===== src/rtl/maquina_pkg.sv =====
// Shared definitions for the vending-machine datapath: coin codes, credit limit, coin values, FSM states.
// Latency: none; constants, types and a pure combinational function.
// Backpressure: not applicable.
package maquina_pkg;

  // Coin codes as they arrive from the coin validator (0 and 7 are invalid).
  localparam logic [2:0] MOEDA_NENHUMA = 3'd0;
  localparam logic [2:0] MOEDA_5C      = 3'd1;
  localparam logic [2:0] MOEDA_10C     = 3'd2;
  localparam logic [2:0] MOEDA_20C     = 3'd3;
  localparam logic [2:0] MOEDA_50C     = 3'd4;
  localparam logic [2:0] MOEDA_100C    = 3'd5;
  localparam logic [2:0] MOEDA_200C    = 3'd6;

  // Default credit ceiling in cents; must fit 9 bits and be a multiple of 5.
  localparam int CREDITO_MAX_PADRAO = 500;

  // Accumulator states: taking credit, or paying change out coin by coin.
  typedef enum logic {
    CREDITO = 1'b0,
    TROCO   = 1'b1
  } estado_t;

  // Face value in cents of a coin code; invalid codes are worth nothing.
  function automatic logic [8:0] valor_moeda(input logic [2:0] codigo);
    logic [8:0] valor;
    case (codigo)
      MOEDA_5C:   valor = 9'd5;
      MOEDA_10C:  valor = 9'd10;
      MOEDA_20C:  valor = 9'd20;
      MOEDA_50C:  valor = 9'd50;
      MOEDA_100C: valor = 9'd100;
      MOEDA_200C: valor = 9'd200;
      default:    valor = 9'd0;
    endcase
    return valor;
  endfunction

endpackage


===== src/rtl/seletor_troco.sv =====
// Greedy change selector: largest coin not exceeding the remaining amount, and its value.
// Latency: purely combinational.
// Backpressure: none; output follows the input every cycle.
module seletor_troco
  import maquina_pkg::*;
(
  input  logic [8:0] resto,
  output logic [2:0] codigo,
  output logic [8:0] valor
);

  // Walk the coin set from the largest value down; below 5c nothing can be paid.
  always_comb begin
    codigo = MOEDA_NENHUMA;
    if (resto >= 9'd200)      codigo = MOEDA_200C;
    else if (resto >= 9'd100) codigo = MOEDA_100C;
    else if (resto >= 9'd50)  codigo = MOEDA_50C;
    else if (resto >= 9'd20)  codigo = MOEDA_20C;
    else if (resto >= 9'd10)  codigo = MOEDA_10C;
    else if (resto >= 9'd5)   codigo = MOEDA_5C;
    valor = valor_moeda(codigo);
  end

endmodule


===== src/rtl/acumulador_moedas.sv =====
// Coin-credit accumulator: adds accepted coins, settles purchases, returns change one coin per cycle.
// Latency: every response (credit, pulses, change coin) is registered, one cycle after its strobe.
// Backpressure: none; strobes are never stalled, ocupado marks the change phase where requests are refused.
module acumulador_moedas
  import maquina_pkg::*;
#(
  parameter int CREDITO_MAX = CREDITO_MAX_PADRAO
) (
  input  logic       clk,
  input  logic       rst_n,
  input  logic       moeda_valida,
  input  logic [2:0] moeda_tipo,
  input  logic       compra,
  input  logic [8:0] preco,
  input  logic       cancelar,
  output logic [8:0] centimos,
  output logic       moeda_rejeitada,
  output logic       venda_ok,
  output logic       compra_recusada,
  output logic       troco_moeda,
  output logic [2:0] troco_tipo,
  output logic       ocupado
);

  // Credit ceiling widened to the 10-bit sum width so the overflow compare cannot wrap.
  localparam logic [9:0] LIMITE = 10'(CREDITO_MAX);

  estado_t    estado;
  logic [8:0] valor_entrada;
  logic [9:0] soma;
  logic       moeda_aceite;
  logic       compra_aceite;
  logic [2:0] sel_codigo;
  logic [8:0] sel_valor;

  // Coin value, tentative new credit and acceptance tests for the current cycle.
  always_comb begin
    valor_entrada = valor_moeda(moeda_tipo);
    soma          = {1'b0, centimos} + {1'b0, valor_entrada};
    moeda_aceite  = (valor_entrada != 9'd0) && (soma <= LIMITE);
    compra_aceite = (preco != 9'd0) && ((preco % 9'd5) == 9'd0) && (preco <= centimos);
  end

  // Next change coin, chosen from the credit still owed.
  seletor_troco u_seletor_troco (
    .resto  (centimos),
    .codigo (sel_codigo),
    .valor  (sel_valor)
  );

  // FSM, credit register and all output pulses; pulses default low every cycle.
  always_ff @(posedge clk or negedge rst_n) begin
    if (!rst_n) begin
      estado          <= CREDITO;
      centimos        <= 9'd0;
      moeda_rejeitada <= 1'b0;
      venda_ok        <= 1'b0;
      compra_recusada <= 1'b0;
      troco_moeda     <= 1'b0;
      troco_tipo      <= MOEDA_NENHUMA;
      ocupado         <= 1'b0;
    end else begin
      moeda_rejeitada <= 1'b0;
      venda_ok        <= 1'b0;
      compra_recusada <= 1'b0;
      troco_moeda     <= 1'b0;
      troco_tipo      <= MOEDA_NENHUMA;
      case (estado)
        CREDITO: begin
          if (cancelar) begin
            // Return everything; a coin arriving alongside is refused.
            if (centimos != 9'd0) begin
              estado  <= TROCO;
              ocupado <= 1'b1;
            end
            if (moeda_valida) moeda_rejeitada <= 1'b1;
          end else if (compra) begin
            if (compra_aceite) begin
              venda_ok <= 1'b1;
              centimos <= centimos - preco;
              // Exact payment leaves nothing to return.
              if (centimos != preco) begin
                estado  <= TROCO;
                ocupado <= 1'b1;
              end
            end else begin
              compra_recusada <= 1'b1;
            end
            if (moeda_valida) moeda_rejeitada <= 1'b1;
          end else if (moeda_valida) begin
            if (moeda_aceite) centimos <= soma[8:0];
            else              moeda_rejeitada <= 1'b1;
          end
        end
        TROCO: begin
          // Nothing is taken while paying out; cancelar has no meaning here.
          if (moeda_valida) moeda_rejeitada <= 1'b1;
          if (compra)       compra_recusada <= 1'b1;
          if (centimos == 9'd0) begin
            // One cycle after the last coin, drop back to taking credit.
            estado  <= CREDITO;
            ocupado <= 1'b0;
          end else begin
            troco_moeda <= 1'b1;
            troco_tipo  <= sel_codigo;
            centimos    <= centimos - sel_valor;
          end
        end
        default: begin
          estado  <= CREDITO;
          ocupado <= 1'b0;
        end
      endcase
    end
  end

endmodule


===== config.mk =====
export PLATFORM = sky130hd
export DESIGN_NAME = acumulador_moedas
export DESIGN_NICKNAME = d
export VERILOG_FILES = /design/src/rtl/maquina_pkg.sv /design/src/rtl/seletor_troco.sv /design/src/rtl/acumulador_moedas.sv
export SDC_FILE = /design/constraint.sdc
export NUM_CORES = 1
export LEC_CHECK = 0
export BUFFER_PORTS_ARGS = -buffer_cell sky130_fd_sc_hd__buf_2
export CAP_MARGIN = 20
export CORE_ASPECT_RATIO = 0.75
export CORE_UTILIZATION = 60
export CTS_CLUSTER_SIZE = 12
export DETAILED_ROUTE_END_ITERATION = 10
export PLACE_DENSITY = 0.82
export SLEW_MARGIN = 0
export SYNTH_ARGS = -nofsm -noshare
export SYNTH_HDL_FRONTEND = slang
export SYNTH_HIERARCHICAL = 1
export SYNTH_SLANG_ARGS = --single-unit

===== constraint.sdc =====
create_clock -name clk -period 4.8 [get_ports clk]
set_clock_uncertainty 0.2 [all_clocks]
set_input_delay 1.44 -clock clk [delete_from_list [all_inputs] [get_ports clk]]
set_output_delay 1.44 -clock clk [all_outputs]
set_load 0.02 [all_outputs]

## After elaboration in Yosys (flattened, before gate mapping)

Index checks and enable logic that the tools add are counted.
Widths: inputs -> output; s select.

| storage, ports and cells | value |
|---|---|
| register bits after elaboration | 18 |
| input bits | 17 |
| logic and storage cells | 101 |

| cells by class | value |
|---|---|
| div/mod/pow operators | 1 |
| reduce and logical (&&, ||, !) cells | 10 |
| equality and inequality tests | 23 |
| add/sub/neg operators | 3 |
| bitwise operators | 1 |
| muxes and demuxes | 47 |
| magnitude comparators | 8 |

Operators by type and width:

| operator | count |
|---|---|
| $pmux 8 s6 | 2 |
| $mux 9 | 6 |
| $mux 1 | 27 |
| $reduce_bool 9->1 | 3 |
| $mux 3 | 7 |
| $ne 3x3->1 const B | 7 |
| $eq 3x3->1 const B | 6 |
| $logic_not 9->1 | 2 |
| $pmux 9 s2 | 1 |
| $sub 9x9->9 | 2 |
| $eq 3x2->1 const B | 4 |
| $add 9x9->10 | 1 |
| $le 10x9->1 const B | 1 |
| $reduce_and 5->1 | 2 |
| $ge 9x3->1 const B | 1 |
| $ge 9x4->1 const B | 1 |
| $ge 9x5->1 const B | 1 |
| $ge 9x6->1 const B | 1 |
| $ge 9x7->1 const B | 1 |
| $ge 9x8->1 const B | 1 |
| $le 9x9->1 | 1 |
| $mod 9x3->9 const B | 1 |
| $ne 9x9->1 | 1 |
| $pmux 1 s2 | 4 |
| 5 further kinds | 9 |

## Depth between registers and ports, before layout

Gate-level depths: netlist (run 1).

| logic depth | value |
|---|---|
| depth after elaboration | 12 |
| mapped depth | 17 |
| gate-level depth less buffers | 16 |

## Cells and area by module

The synthesis (run 1) kept the hierarchy.

Modules (own cells, without submodules):

| module | sequential area each (um^2) | area an instance (um^2) | instances | cells an instance |
|---|---|---|---|---|
| acumulador_moedas | 450.4 | 2742.6 | 1 | 350 |
| seletor_troco | 0.0 | 220.2 | 1 | 36 |

## Worst setup path after synthesis (run 1)

Ideal clock, no wire load.

| timing | value |
|---|---|
| kind | input to register |
| from | input moeda_tipo[0] |
| to | register centimos[3] |
| data required time | 4.475 ns |
| path buffers | 1 |
| cell stages on the path | 16 |
| path slack | 0.051 ns |
| arrival time | 4.424 ns |
| library setup time | 0.125 ns |
| path through | clkbuf_1 -> nor2b_1 -> nor2b_1 -> ha_1 -> inv_1 -> fa_1 -> nor2b_1 -> o21a_1 -> o21a_1 -> nor2_1 -> a311oi_1 -> a211oi_1 -> a311oi_1 -> a31oi_4 -> o21bai_4 -> mux2_4 |

| between the ends | value |
|---|---|
| cells in the longest elaborated chain, start to end | 8 |
| elaborated cells on any way between the ends | 18 |
| classes of those cells | add/sub: 1; order compare: 1; eq/ne: 7; mux: 6; reduce/logical: 3 |

RTL lines:

| what | line | source |
|---|---|---|
| start, declared | acumulador_moedas.sv:12 | `input logic [2:0] moeda_tipo,` |
| $eq 3x3->1 (tied with other cells) | maquina_pkg.sv:27 | `case (codigo)` |
| $pmux 8 s6 * | maquina_pkg.sv:27 |  |
| parallel branches: the longest is 6 deep, another holds $add 9x9->10 | -- |  |
| end signal, assigned | acumulador_moedas.sv:80 | `centimos <= centimos - preco;` |
| end signal, assigned | acumulador_moedas.sv:91 | `if (moeda_aceite) centimos <= soma[8:0];` |
| end signal, assigned | acumulador_moedas.sv:106 | `centimos <= centimos - sel_valor;` |
| end, declared | acumulador_moedas.sv:16 | `output logic [8:0] centimos,` |

Mark *: on every way between the ends. The select of a mux whose other input is x is not followed.
A chain may end at the register's enable or synchronous reset.

## Final worst setup path (run 1)

| timing | value |
|---|---|
| from | input moeda_tipo[1] |
| to | register centimos[7] |

Same word-level chain as after synthesis.

==> out/qor.txt, run 1 <==
total power divided by cell area = 664 nW/µm²
Tightest Hold Check Type = flip-flop to flip-flop
iteration-0 DRC count of the detailed router = 280
CTS tree = built
Worst-path clk slew = 60 ps
Worst IR Drop VDD = 0.401 mV
Setup TNS = 0 ps
via count = 3073
top library cells by usage in the layout, fill and taps aside = sky130_fd_sc_hd__nor2_1 (34), sky130_fd_sc_hd__buf_2 (33), sky130_fd_sc_hd__inv_1 (32)
largest net degree at the start of global routing = 22
Crit Path Class = input port to flip-flop
Max Cap Violations = 0
cell count after synthesis = 386
Post-synth EDFFs = 0
cell type with the highest aggregate area in the netlist = sky130_fd_sc_hd__dfrtp_1
post-synthesis average cell area = 7.68 µm²
final critical delay including setup and external delays = 4560 ps
part of the Yosys area used for sequential elements = 15.2%
Antenna Violating Nets Remaining = 0
crit path capture type = flip-flop
part of the total power dissipated in the clock network = 5.6%
Cell variety after synth = 74
antenna violations before repair = 0
effective utilization at floorplan = 64.4%
total count of max-transition violations in the final report = 0
count of clock tree sinks = 18
diodes inserted = 0
Worst Hold Slack = 314 ps
Static Leakage = 1.50 nW
Max FO, Critical Path = 7
Slew headroom = 59.8%
CP startpoint kind = input port
endpoints failing setup = 0
commonest non-fill, non-tap cell in the layout = sky130_fd_sc_hd__nor2_1
switching part of the total = 50.9%
hold-fix buffers at CTS = 0
global-route wire length before repair = 13.3 mm
overflow left after global routing = 0
arrival time of the worst setup path = 4500 ps
post-synthesis register bit count = 18
core footprint = 4600 µm²
sequential fraction of design power = 16.5%
overall fraction of global-route tracks in use = 31.3%
result of the run = finished clean
count of buffers inserted at the top-level ports = 33
fraction of registers with async set or reset after synthesis = 100%
Layout Nets = 465
area enclosed by the die boundary = 5230 µm²
Post-Route WL = 8.04 mm
transition time at the pin with the least slew margin = 603 ps
via/cell ratio = 6.46
internal power of the cells = 1.08 mW
share of cells above drive strength 1 = 19.3%
final routed wire length divided by cell count = 16.9 µm
I/O pin count = 34
router iterations before antenna repair = 5
vias in the first global route = 2758
Main synth FF type = sky130_fd_sc_hd__dfrtp_1
warning count from the yosys run = 6
Switch Pwr = 1.11 mW
height of the chip = 62.9 µm
required time of the critical path = 4740 ps
Longest Clk Path Bufs = 2
Achievable Freq = 0.219 GHz
fraction of synthesized cell area taken by the top area cell type = 15.2%
share of power burned in combinational logic = 77.8%
gp weighted congestion = 0.939
Syn Std Cell Area = 2960 µm²
Area growth, synth to finish = 11.4%
biggest area contributors in the synthesized netlist = sky130_fd_sc_hd__dfrtp_1 (15%), sky130_fd_sc_hd__ha_1 (11%), sky130_fd_sc_hd__a21oi_1 (5.1%), sky130_fd_sc_hd__nor2_1 (4.3%), sky130_fd_sc_hd__inv_1 (4.1%)
H-tree depth = 1
DRC errors left = 0
root buffer cell = sky130_fd_sc_hd__clkbuf_8
hold depth = 2
Die Span X = 83.1 µm
Reg2Reg Depth = 15
number of failing hold endpoints at the final stage = 0
Final period util = 95.0%
Total Power = 2.19 mW
Filler Cells Inserted = 376
standard-cell row count = 21
half-perimeter wire length after detailed placement = 6.23 mm
syn nets = 431
clock latency reported for the late side of the worst-skew pair = 260 ps
total clock buffers created by CTS = 3
timing repair:
item | 4_1_cts | 5_1_grt
setup endpoints to repair | 0 | 9
gates resized for setup | 0 | 7
buffers inserted | 0 | 2
final timing paths:
check	startpoint	endpoint	slack, ps
max in group asynchronous	rst_n	centimos[7]$_DFFE_PN0P_	3240
setup reg to reg	centimos[3]$_DFFE_PN0P_	centimos[7]$_DFFE_PN0P_	810
min in group asynchronous	rst_n	centimos[8]$_DFFE_PN0P_	890
hold / removal	ocupado$_DFFE_PN0P_	ocupado$_DFFE_PN0P_	310
hold reg to reg	ocupado$_DFFE_PN0P_	ocupado$_DFFE_PN0P_	310
setup / recovery	moeda_tipo[1]	centimos[7]$_DFFE_PN0P_	240
cell families after synthesis:
| group | after synthesis | share of synthesized area (%) |
|---|---|---|
| xor+xnor | 15 | 4.43 |
| compound gates | 120 | 28.3 |
| other cells | 1 | 0.127 |
| fa+ha+maj | 28 | 12.6 |
| flops | 18 | 15.2 |
| simple gates | 140 | 25.9 |
| mux | 16 | 6.63 |
| buf+inv | 48 | 6.80 |
synth_stat cells, types with 3 or more instances:
cell type	number
sky130_fd_sc_hd__nor2_1	34
sky130_fd_sc_hd__inv_1	32
sky130_fd_sc_hd__a21oi_1	30
sky130_fd_sc_hd__ha_1	25
sky130_fd_sc_hd__o21ai_0	22
sky130_fd_sc_hd__nand2_1	19
sky130_fd_sc_hd__dfrtp_1	18
sky130_fd_sc_hd__nand3_1	13
sky130_fd_sc_hd__nand2b_1	12
sky130_fd_sc_hd__nor2b_1	11
sky130_fd_sc_hd__a211oi_1	9
sky130_fd_sc_hd__o21a_1	9
sky130_fd_sc_hd__or3_1	9
sky130_fd_sc_hd__xnor2_1	9
sky130_fd_sc_hd__mux2i_1	8
sky130_fd_sc_hd__clkbuf_1	7
sky130_fd_sc_hd__mux2_4	7
sky130_fd_sc_hd__and2_1	6
sky130_fd_sc_hd__xor2_1	6
sky130_fd_sc_hd__buf_2	5
sky130_fd_sc_hd__nor3_1	5
sky130_fd_sc_hd__a21o_1	4
sky130_fd_sc_hd__a32oi_1	4
sky130_fd_sc_hd__and3_1	4
sky130_fd_sc_hd__nor4_1	4
sky130_fd_sc_hd__a31oi_1	3
sky130_fd_sc_hd__fa_1	3
sky130_fd_sc_hd__nand4_1	3
sky130_fd_sc_hd__nand4b_1	3
sky130_fd_sc_hd__o21ai_1	3
sky130_fd_sc_hd__o31ai_1	3
sky130_fd_sc_hd__or2_2	3
stage by stage:
| stage | cell area (µm²) | util [%] | cells | setup slack (ps) |
|---|---|---|---|---|
| floorplan | 2960 | - | 386 | 51.0 |
| global placement | 3190 | 69.4 | 470 | 72.3 |
| detailed placement | 3190 | 69.4 | 470 | -29.6 |
| CTS | 3240 | 70.6 | 474 | 217 |
| global route | 3300 | 71.8 | 476 | -13.9 |
| finish | 3300 | 71.8 | 476 | 239 |
power groups by stage:
stage          sequential, mW  clock, mW  combinational [mW]
3_3_place_gp            0.352          0                1.59
4_1_cts                 0.355      0.122                1.65
2_1_floorplan           0.373          0                1.22
6_report                0.362      0.123                1.70
5_1_grt                 0.370      0.133                1.89
3_5_place_dp            0.357          0                1.64
registers in the layout, indices dropped and copies added, names as in the netlist:
name             cells
venda_ok             1
centimos             9
estado               1
troco_tipo           3
troco_moeda          1
compra_recusada      1
moeda_rejeitada      1
ocupado              1
metal layers:
layer,track usage [%],vias to the layer above,part of all wire (%)
li1,-,1490,-
met5,0,-,0
met1,45.7,1420,46
met4,3.66,0,0.76
met3,5.42,10,9.9
met2,49.7,153,43
cell type report:
cell class,instances,area (µm²),share of cell area [%]
Inverter,33,124,3.75
Multi-Input combinational cell,320,2330,70.8
Clock buffer,4,55.1,1.67
Timing Repair Buffer,44,264,8.00
Tap cell,57,71.3,2.16
Sequential cell,18,450,13.7
critical path, cell delays in order:
cell and delay (ps):
sky130_fd_sc_hd__buf_2 140, sky130_fd_sc_hd__nor2b_2 120, sky130_fd_sc_hd__nor2b_2 140, sky130_fd_sc_hd__ha_1 170
sky130_fd_sc_hd__inv_1 60, sky130_fd_sc_hd__fa_2 350, sky130_fd_sc_hd__nor2b_1 120, sky130_fd_sc_hd__o21a_1 170
sky130_fd_sc_hd__o21a_1 200, sky130_fd_sc_hd__nor2_1 80, sky130_fd_sc_hd__a311oi_2 340, sky130_fd_sc_hd__a211oi_2 80
sky130_fd_sc_hd__a311oi_1 250, sky130_fd_sc_hd__buf_4 180, sky130_fd_sc_hd__a31oi_4 40, sky130_fd_sc_hd__o21bai_4 190
sky130_fd_sc_hd__buf_12 140, sky130_fd_sc_hd__mux2_4 300
Power figures use the tool's default switching activity.
==> run 2: changes to the inputs <==
Settings changed: RECOVER_POWER from default to 50.
==> run 2 against run 1 <==
  * Register-to-register slack gained 30 ps
  * Sequential share of layout area is essentially flat
  * Clock-buffer cell count is the same
  * Total power shrank 0.23%
  * Worst hold slack gained 0.96 ps
  * Utilization shrank 0.14 points
  * Final area shrank 0.19%
  * First-iteration DRC count grew 1.8%
  * Worst setup slack gained 7.5 ps
==> out/qor.txt, run 2 (synthesized netlist as in run 1, its figures left out) <==
result of the run = finished clean (unchanged)
number of failing hold endpoints at the final stage = 0 (unchanged)
CP startpoint kind = input port (unchanged)
gp weighted congestion = 0.939 (unchanged)
Worst-path clk slew = 60 ps (about the same)
flip-flop count of the largest register after layout = 9 (unchanged)
global-route wire length before repair = 13.3 mm (unchanged)
share of cells above drive strength 1 = 18.1% (was 19.3%)
CTS tree = built (unchanged)
Filler Cells Inserted = 381 (was 376)
Post-Route WL = 8.00 mm (was 8.04 mm)
Slew headroom = 40.7% (was 59.8%)
post-layout instance area = 3290 µm² (was 3300 µm²)
Cell Count Post-Placement = 470 (unchanged)
arrival time of the worst setup path = 4490 ps (was 4500 ps)
diodes inserted = 0 (unchanged)
transition time at the pin with the least slew margin = 890 ps (was 603 ps)
Setup TNS = 0 ps (unchanged)
Layout Nets = 465 (unchanged)
Longest Clk Path Bufs = 2 (unchanged)
total power divided by cell area = 663 nW/µm² (was 664 nW/µm²)
endpoints failing setup = 0 (unchanged)
Achievable Freq = 0.220 GHz (was 0.219 GHz)
Tightest Hold Check Type = flip-flop to flip-flop (unchanged)
top library cells by usage in the layout, fill and taps aside = sky130_fd_sc_hd__nor2_1 (34), sky130_fd_sc_hd__inv_1 (32), sky130_fd_sc_hd__a21oi_1 (30) (was sky130_fd_sc_hd__nor2_1 (34), sky130_fd_sc_hd__buf_2 (33), sky130_fd_sc_hd__inv_1 (32))
Placed Instance Area = 3190 µm² (unchanged)
via count = 3067 (was 3073)
leading registers by flop count = centimos (9), troco_tipo (3) (unchanged)
final routed wire length divided by cell count = 16.8 µm (was 16.9 µm)
commonest non-fill, non-tap cell in the layout = sky130_fd_sc_hd__nor2_1 (unchanged)
via/cell ratio = 6.44 (was 6.46)
half-perimeter wire length after detailed placement = 6.23 mm (unchanged)
vias in the first global route = 2758 (unchanged)
antenna violations before repair = 0 (unchanged)
Worst IR Drop VDD = 0.400 mV (was 0.401 mV)
count of clock tree sinks = 18 (unchanged)
Worst Hold Slack = 315 ps (was 314 ps)
router iterations before antenna repair = 4 (was 5)
effective utilization at floorplan = 64.4% (unchanged)
root buffer cell = sky130_fd_sc_hd__clkbuf_8 (unchanged)
standard-cell row count = 21 (unchanged)
overflow left after global routing = 0 (unchanged)
Die Span X = 83.1 µm (unchanged)
final critical delay including setup and external delays = 4550 ps (was 4560 ps)
reg-to-reg slack, setup = 840 ps (was 810 ps)
overall fraction of global-route tracks in use = 31.3% (unchanged)
area enclosed by the die boundary = 5230 µm² (unchanged)
Final period util = 94.9% (was 95.0%)
Max FO, Critical Path = 7 (unchanged)
Max Cap Violations = 0 (unchanged)
Crit Path Class = input port to flip-flop (unchanged)
non-filler instance count after layout = 476 (unchanged)
Static Leakage = 1.49 nW (was 1.50 nW)
clock latency reported for the late side of the worst-skew pair = 260 ps (about the same)
largest net degree at the start of global routing = 22 (unchanged)
count of buffers inserted at the top-level ports = 33 (unchanged)
required time of the critical path = 4740 ps (about the same)
total clock buffers created by CTS = 3 (unchanged)
area used by multi-input combinational logic = 2330 µm² (unchanged)
DRC errors left = 0 (unchanged)
core footprint = 4600 µm² (unchanged)
iteration-0 DRC count of the detailed router = 285 (was 280)
height of the chip = 62.9 µm (unchanged)
crit path capture type = flip-flop (unchanged)
I/O pin count = 34 (unchanged)
register containing the most flip-flops in the final layout = centimos (unchanged)
H-tree depth = 1 (unchanged)
combined flip-flop and latch cell area = 450 µm² (unchanged)
Area growth, synth to finish = 11.1% (was 11.4%)
total count of max-transition violations in the final report = 0 (unchanged)
hold-fix buffers at CTS = 0 (unchanged)
Antenna Violating Nets Remaining = 0 (unchanged)
## run 2: changes by cell type in the layout (fill, tap and decap cells not counted)
cell and change:
sky130_fd_sc_hd__buf_2 -5, sky130_fd_sc_hd__and2_0 +2, sky130_fd_sc_hd__clkbuf_1 +5, sky130_fd_sc_hd__and2_1 -2
## run 2: layer usage
metal	vias to the layer above	share of wire [%]	routed length [µm]	track usage [%]
met5	-	0	0	0
met4	0	0.70	56	3.66
met3	8	8.8	704	5.42
met2	135	43	3440	49.7
met1	1435	47	3800	45.7
li1	1489	-	-	-
## run 2: cell type report
cell class	count	share of cell area (%)
Multi-Input combinational cell	320	70.9
Sequential cell	18	13.7
Timing Repair Buffer	44	7.83
Inverter	33	3.76
Tap cell	57	2.17
Clock buffer	4	1.67
## run 2: final timing paths
kind                                         start                       to  cells after the start
min reg2reg                    ocupado$_DFFE_PN0P_      ocupado$_DFFE_PN0P_                      2
min in group asynchronous                    rst_n  centimos[8]$_DFFE_PN0P_                      1
max in group asynchronous                    rst_n  centimos[7]$_DFFE_PN0P_                      1
min                            ocupado$_DFFE_PN0P_      ocupado$_DFFE_PN0P_                      2
max                                  moeda_tipo[1]  centimos[7]$_DFFE_PN0P_                     18
max reg2reg                centimos[3]$_DFFE_PN0P_  centimos[7]$_DFFE_PN0P_                     15
## run 2: where the power goes
| part | internal (mW) | leakage, nW | switching [mW] |
|---|---|---|---|
| sequential | 0.215 | 0.201 | 0.144 |
| clock | 0.0730 | 0.0288 | 0.0511 |
| combinational | 0.786 | 1.26 | 0.915 |
| total | 1.07 | 1.49 | 1.11 |
## run 2: metrics by stage
stage	utilization [%]	total power, mW	setup slack [ps]
final	71.6	2.18	247
after global routing	71.6	2.39	-13.9
after CTS	70.6	2.13	217
after detailed placement	69.4	2.00	-29.6
after global placement	69.4	1.95	72.3
after floorplan	-	1.59	51.0
## run 2: worst max-delay path, cell delays in order
cell	delay, ps
sky130_fd_sc_hd__buf_2	130
sky130_fd_sc_hd__nor2b_2	120
sky130_fd_sc_hd__nor2b_2	140
sky130_fd_sc_hd__ha_1	170
sky130_fd_sc_hd__inv_1	60
sky130_fd_sc_hd__fa_2	350
sky130_fd_sc_hd__nor2b_1	120
sky130_fd_sc_hd__o21a_1	170
sky130_fd_sc_hd__o21a_1	200
sky130_fd_sc_hd__nor2_1	80
sky130_fd_sc_hd__a311oi_2	340
sky130_fd_sc_hd__a211oi_2	80
sky130_fd_sc_hd__a311oi_1	250
sky130_fd_sc_hd__buf_4	180
sky130_fd_sc_hd__a31oi_4	40
sky130_fd_sc_hd__o21bai_4	190
sky130_fd_sc_hd__buf_12	150
sky130_fd_sc_hd__mux2_4	300
## run 2: what timing repair did
item | in CTS | in global routing
endpoints found under the hold margin | 0 | 0
buffers inserted | 0 | 2
gates resized for setup | 0 | 7
setup endpoints to repair | 0 | 9
